--- config.mk ---
export PLATFORM = sky130hd
export DESIGN_NAME = exp7_exibe_sequencia
export DESIGN_NICKNAME = d
export VERILOG_FILES = /design/src/rtl/exp7_exibe_sequencia.sv
export SDC_FILE = /design/constraint.sdc
export NUM_CORES = 1
export LEC_CHECK = 0
export ABC_CLOCK_PERIOD_IN_PS = 2500
export CAP_MARGIN = 25
export CORE_MARGIN = 5
export CORE_UTILIZATION = 51
export CTS_CLUSTER_DIAMETER = 200
export DETAILED_ROUTE_END_ITERATION = 7
export HOLD_SLACK_MARGIN = 0.1
export PLACE_DENSITY = 0.9
export RECOVER_POWER = 100
export SLEW_MARGIN = 10
export SYNTH_ARGS = -nofsm -noshare
export SYNTH_HDL_FRONTEND = slang
export SYNTH_SLANG_ARGS = --single-unit
--- constraint.sdc ---
create_clock -name clock -period 2.5 [get_ports clock]
set_input_delay 0.5 -clock clock [delete_from_list [all_inputs] [get_ports clock]]
set_output_delay 0.5 -clock clock [all_outputs]
set_load 0.005 [all_outputs]
--- src/rtl/exp7_exibe_sequencia.sv ---
`default_nettype none
// ============================================================================
//  Module   : exp7_exibe_sequencia
//  Brief    : Plays the stored colour sequence (addresses 0..rodada) on the
//             LEDs, each value lit for T_ACESO cycles followed by a
//             T_APAGADO-cycle blank gap. It pulses pronto when finished.
//  Options  : EXIBE_ABORTAR_EN adds the abortar input, which cancels a
//             running sequence and returns the block to OCIOSO.
//  Revision : 1.0 - initial release
// ============================================================================
module exp7_exibe_sequencia #(
    parameter int ADDR_W    = 4,
    parameter int DATA_W    = 4,
    parameter int T_ACESO   = 500,
    parameter int T_APAGADO = 250
) (
    input  logic              clock,
    input  logic              reset,
    input  logic              iniciar,
`ifdef EXIBE_ABORTAR_EN
    input  logic              abortar,
`endif
    input  logic [ADDR_W-1:0] rodada,
    input  logic [DATA_W-1:0] dado_memoria,
    output logic [ADDR_W-1:0] endereco,
    output logic [DATA_W-1:0] leds,
    output logic              exibindo,
    output logic              pronto,
    output logic [3:0]        db_estado
);

    // State codes double as the db_estado debug value.
    localparam logic [3:0] c_OCIOSO  = 4'd0;
    localparam logic [3:0] c_ACESO   = 4'd1;
    localparam logic [3:0] c_APAGADO = 4'd2;
    localparam logic [3:0] c_FIM     = 4'd3;

    // One extra bit on top of the longest interval, so the counter cannot wrap.
    localparam int c_T_MAX   = (T_ACESO > T_APAGADO) ? T_ACESO : T_APAGADO;
    localparam int c_TIMER_W = $clog2(c_T_MAX) + 1;

    localparam logic [c_TIMER_W-1:0] c_ACESO_ULT   = c_TIMER_W'(T_ACESO - 1);
    localparam logic [c_TIMER_W-1:0] c_APAGADO_ULT = c_TIMER_W'(T_APAGADO - 1);

    logic [3:0]           r_estado;
    logic [c_TIMER_W-1:0] r_timer;
    logic [ADDR_W-1:0]    r_endereco;
    logic [ADDR_W-1:0]    r_rodada;
    logic                 w_abortar;

`ifdef EXIBE_ABORTAR_EN
    assign w_abortar = abortar;
`else
    assign w_abortar = 1'b0;
`endif

    // Sequencer: start handshake, lit/blank timing, address stepping and abort.
    always_ff @(posedge clock or posedge reset) begin
        if (reset) begin
            r_estado   <= c_OCIOSO;
            r_timer    <= '0;
            r_endereco <= '0;
            r_rodada   <= '0;
        end else begin
            case (r_estado)
                c_OCIOSO: begin
                    // abortar is meaningless here; iniciar alone decides.
                    if (iniciar) begin
                        r_rodada   <= rodada;
                        r_endereco <= '0;
                        r_timer    <= '0;
                        r_estado   <= c_ACESO;
                    end
                end
                c_ACESO: begin
                    if (w_abortar) begin
                        r_endereco <= '0;
                        r_timer    <= '0;
                        r_estado   <= c_OCIOSO;
                    end else if (r_timer == c_ACESO_ULT) begin
                        r_timer  <= '0;
                        r_estado <= c_APAGADO;
                    end else begin
                        r_timer <= r_timer + 1'b1;
                    end
                end
                c_APAGADO: begin
                    if (w_abortar) begin
                        r_endereco <= '0;
                        r_timer    <= '0;
                        r_estado   <= c_OCIOSO;
                    end else if (r_timer == c_APAGADO_ULT) begin
                        r_timer <= '0;
                        // Stop on the last round's address; never step past it.
                        if (r_endereco == r_rodada) begin
                            r_estado <= c_FIM;
                        end else begin
                            r_endereco <= r_endereco + 1'b1;
                            r_estado   <= c_ACESO;
                        end
                    end else begin
                        r_timer <= r_timer + 1'b1;
                    end
                end
                c_FIM: begin
                    // endereco keeps the last shown address after a normal end.
                    if (w_abortar) begin
                        r_endereco <= '0;
                        r_timer    <= '0;
                    end
                    r_estado <= c_OCIOSO;
                end
                default: begin
                    r_timer  <= '0;
                    r_estado <= c_OCIOSO;
                end
            endcase
        end
    end

    // Output decode straight from the state register, so reset clears it at once.
    always_comb begin
        leds      = '0;
        exibindo  = 1'b0;
        pronto    = 1'b0;
        db_estado = r_estado;
        endereco  = r_endereco;
        case (r_estado)
            c_ACESO: begin
                leds     = dado_memoria;
                exibindo = 1'b1;
            end
            c_APAGADO: begin
                exibindo = 1'b1;
            end
            c_FIM: begin
                // An aborted FIM suppresses the completion pulse.
                pronto = ~w_abortar;
            end
            default: begin
                leds = '0;
            end
        endcase
    end

endmodule
`default_nettype wire
; Word-level counts from Yosys, hierarchy flattened
; Cells that the tools add are included.
[op_classes]
n_addsub = 2
n_eq_ne = 10
muxes = 16
n_bitwise = 1
n_reduce_logical = 7
[op_table]
columns = operator, count
row1 = $pmux 10 s4, 1
row2 = $mux 10, 3
row3 = $mux 4, 7
row4 = $pmux 4 s3, 1
row5 = $add 10x1->10 const B, 1
row6 = $eq 10x8->1 const B, 1
row7 = $eq 10x9->1 const B, 1
row8 = $eq 4x2->1 const B, 2
row9 = $ne 2x2->1 const B, 4
row10 = $pmux 4 s2, 1
row11 = $add 4x1->4 const B, 1
row12 = $eq 4x1->1 const B, 1
row13 = $eq 4x4->1, 1
row14 = $logic_not 4->1, 1
row15 = $reduce_and 2->1, 2
row16 = $reduce_and 4->1, 1
row17 = $reduce_and 3->1, 1
row18 = $mux 1, 2
row19 = $mux 2, 1
row20 = $reduce_bool 2->1, 1
row21 = $reduce_or 2->1, 1
row22 = $not 1->1, 1
[totals]
ff_bits = 22
output_inout_bits = 14
wordCells = 40

; Logic depth before layout (Yosys ltp)
[depth]
depth_word = 4
depth_mapped = 8
ltp_nobuf = 7

; Least setup slack after synthesis
; OpenSTA, ideal clock, no wires.
[synth_timing]
path_kind = register to register
start = register r_estado[0] (netlist: db_estado[0])
end = register r_timer[5]
setup_time_ns = 0.064
arrival_ns = 1.943
path_slack_ns = 0.493
path_stages_with_launch = 9
path_buffers = 1
path_cell_list = dfrtp_1 -> inv_1 -> ha_1 -> nor2b_4 -> or2_1 -> buf_6 -> or4_1 -> a21oi_1 -> a21o_1
[synth_via]
elab_chain_len = 3
elab_cells_between_ends = 8
cone_classes = eq/ne (4) / mux (1) / bitwise (1) / reduce/logical (2)
[synth_rtl]
columns = item, line
row1 = "start, declared", 45  ; logic [3:0] r_estado;
row2 = "start signal, assigned", 60  ; r_estado <= c_OCIOSO;
row3 = "start signal, assigned", 72  ; r_estado <= c_ACESO;
row4 = "start signal, assigned", 79  ; r_estado <= c_OCIOSO;
row5 = $logic_not 4->1 / $eq 4x2->1 (equally long branches), 65  ; case (r_estado)
row6 = $ne 2x2->1 (no line) / $not 1->1 (equally long branches), --
row7 = $reduce_and 2->1 (no line), --
row8 = "end signal, assigned", 84  ; r_timer <= r_timer + 1'b1;
row9 = "end signal, assigned", 102  ; r_timer <= r_timer + 1'b1;
row10 = "end, declared", 46  ; logic [c_TIMER_W-1:0] r_timer;
; Parallel ways exist; a longest one is shown, timed or not.
; A chain may end at the register's enable or synchronous reset.

; Final worst setup path
[layout_timing]
start = register r_estado[1] (netlist: db_estado[1])
end = output port leds[1]
[layout_via]
elab_chain_len = 2
[layout_rtl]
columns = item, line
row1 = $eq 4x1->1, 128  ; case (r_estado)
row2 = $mux 4, 128
row3 = "end, declared", 26  ; output logic [DATA_W-1:0] leds,
; No other way between the ends.

==> run_results.csv <==
group,metric,value,unit
routing,dr.first_iter.drc_count,28,
cts,root_buffer,"clkbuf_4",
floorplanning,ios,25,
cts,cts_tree,"done",
floorplanning,die_y,59.76,um
placed_design,dp_slack,0.3307,ns
finish,finalInstanceArea,1521,um^2
power_and_ir_drop,p_leak,0.6837,nW
grt,grt_pass1_wl,4498,um
finish,final_common_cell,"dfrtp_1",
yosys,ys_warn_count,0,
cts,ctsHoldBuffers,0,
timing,max_freq,0.4243,GHz
placed_design,dp_hpwl,2147,um
worst_setup_path,cp.arrival,1.86,ns
worst_setup_path,path_class,"flop to output port",
routing,ant_nets,0,
worst_setup_path,end_kind,"output port",
timing,finalSetupTns,0,ns
finish,drive_above_1_share,8.609,%
timing,hold_viol_final,0,
yosys,ys.flop_type,"dfrtp_1",
yosys,synth_cells,127,
placed_design,numPortBuffers,22,
floorplanning,start_util,51.90,%
worst_setup_path,path_max_fanout,7,
finish,area_delta_synth_final,20.52,%
yosys,yosys-top-cells-area,"dfrtp_1 40%, ha_1 8.9%, mux2_2 4.5%, nand2_1 3.3%, a21oi_1 2.8%",
yosys,ys_types,39,
worst_setup_path,required,2.00,ns
cts,clk_pin_slew,0.12,ns
worst_hold_path,hold_class,"flop to flop",
timing,skew,0.003187,ns
finish,nFillCells,195,
cts,cts_buffers,3,
timing,slew_headroom,47.89,%
timing,timing.hold.ws,0.5538,ns
worst_setup_path,cp-start-kind,"flop",
yosys,synth_top_area_share,39.64,%
floorplanning,die_x,59.76,um
yosys,syn_area,1262,um^2
finish,diodes,0,
yosys,synth_area_leader_cell,"dfrtp_1",
grt,grt_use_total,16.67,%
yosys,ys_ff_latch,20,
routing,dr_total_vias,1029,
yosys,yosysSeqAreaShare,39.64,%
routing,routed_wl,2752,um
placed_design,place.gp.congestion,0.8502,
finish,nets,172,
cts,post_cts_buffers,0,
routing,drc,0,
routing,dr.pass1.iters,4,
floorplanning,die-area,3571,um^2
finish,final_cell_mix,"20 x dfrtp_1, 13 x dlygate4sd3_1, 11 x nand2_1",
timing,min_period,2.357,ns
cts,clk_latency,0.31,ns
floorplanning,rows,18,
cts,cts.sink_count,20,
cts,cts.path.max_buffers,2,
routing,wl_per_cell,15.20,um
timing,fin_crit_sh,94.28,%
timing,fin_ws,0.1429,ns
cts,cts_resized,0,
routing,routed_via_density,5.685,
yosys,syn_area_per_cell,9.941,um^2
timing,tightest_slew,0.7808,ns
power_and_ir_drop,p_per_area,852.3,nW/um^2
grt,grt_pass1_vias,1064,
grt,antenna_found_initial,0,
timing,setup_viol,0,
yosys,async_flop_share,100.0,%
timing,rsz0062_at_grt,"false",
power_and_ir_drop,peakVddDrop,0.0005355,V
job,maxCapViolCount,0,
yosys,synth_edf_count,0,
floorplanning,core_area,2432,um^2
outcome,outcome,"completed",
cts,h-tree-depth,1,
timing,slew_viol_final,0,
grt,grt_max_degree,21,
grt,grt-ovfl-total,0,
placed_design,postPlaceCellArea,1500,um^2
-- worst max-delay path, cell delays in order, from the launching register on --
cell and delay (ns):
dfrtp_1 0.47, inv_1 0.09, ha_1 0.24, and2_1 0.15, dlygate4sd3_1 0.58
-- routing by layer --
| layer | vias to the layer above | part of all wire [%] | track usage (%) |
|---|---|---|---|
| li1 | 492 | - | - |
| met1 | 516 | 42 | 17.54 |
| met2 | 16 | 54 | 31.79 |
| met3 | 5 | 2.7 | 2.808 |
| met4 | 0 | 1.5 | 7.278 |
| met5 | - | 0 | 0 |
-- Yosys cell counts (all sizes together) (2+ instances only) --
library cell	count
inv	9
xnor2	2
o31ai	3
nand2b	5
nor2b	2
a21oi	7
nand4	2
a21o	2
nand3	7
o21ai	5
o2bb2ai	2
mux2i	3
ha	9
o22ai	2
nor2	3
nor3	3
buf	3
nand2	11
xor2	4
mux2	5
dfrtp	20
and2	5
-- logic make-up after synthesis --
family / count (synthesis) / synth area share, %
buffers and inverters: 13 / 5.153
AOI/OAI and AO/OA: 26 / 15.56
other: 1 / 0.2970
adders and majority gates: 9 / 8.920
and+or+nand+nor: 44 / 19.43
xor gates and xnor gates: 6 / 4.163
DFF: 20 / 39.64
muxes: 8 / 6.838
-- flip-flops by register name, summed over array words and instances, names as in the netlist --
register and flops:
r_rodada 4, endereco 4, db_estado 2, r_timer 10
-- per-stage QoR --
stage                     utilization [%]  total power, mW  cells
after floorplan                         -           0.9107    128
after global placement              61.68            1.111    177
after detailed placement            61.68            1.146    177
after CTS                           63.17            1.344    181
after global routing                62.55            1.393    181
final                               62.55            1.297    181
-- worst paths after layout --
path / cells after the start / slack (ns) / endpoint / startpoint
worst min-delay path: 1 / 0.55 / r_rodada[2] / r_rodada[2]
worst min register to register: 1 / 0.55 / r_rodada[2] / r_rodada[2]
worst max-delay path: 4 / 0.14 / leds[1] / db_estado[1]
min in group asynchronous: 2 / 0.76 / r_timer[0] / reset
max in group asynchronous: 2 / 1.26 / endereco[2] / reset
worst max register to register: 7 / 0.33 / r_timer[7] / r_timer[1]
-- where the power goes --
part / switching [mW] / total, mW / internal [mW]
sequential: 0.0752 / 0.464 / 0.389
combinational: 0.326 / 0.639 / 0.313
clock: 0.104 / 0.194 / 0.0890
-- layout make-up --
type                    instances  area [um^2]  share of cell area, %
repair buffers                 23        227.7                  14.97
inverters                       9        33.78                  2.220
multi-input cells              95        685.7                  45.07
well taps                      30        37.54                  2.467
clock buffers                   4        36.28                  2.385
flip-flops and latches         20        500.5                  32.89
Note: power is estimated with default switching activity, not from simulation.
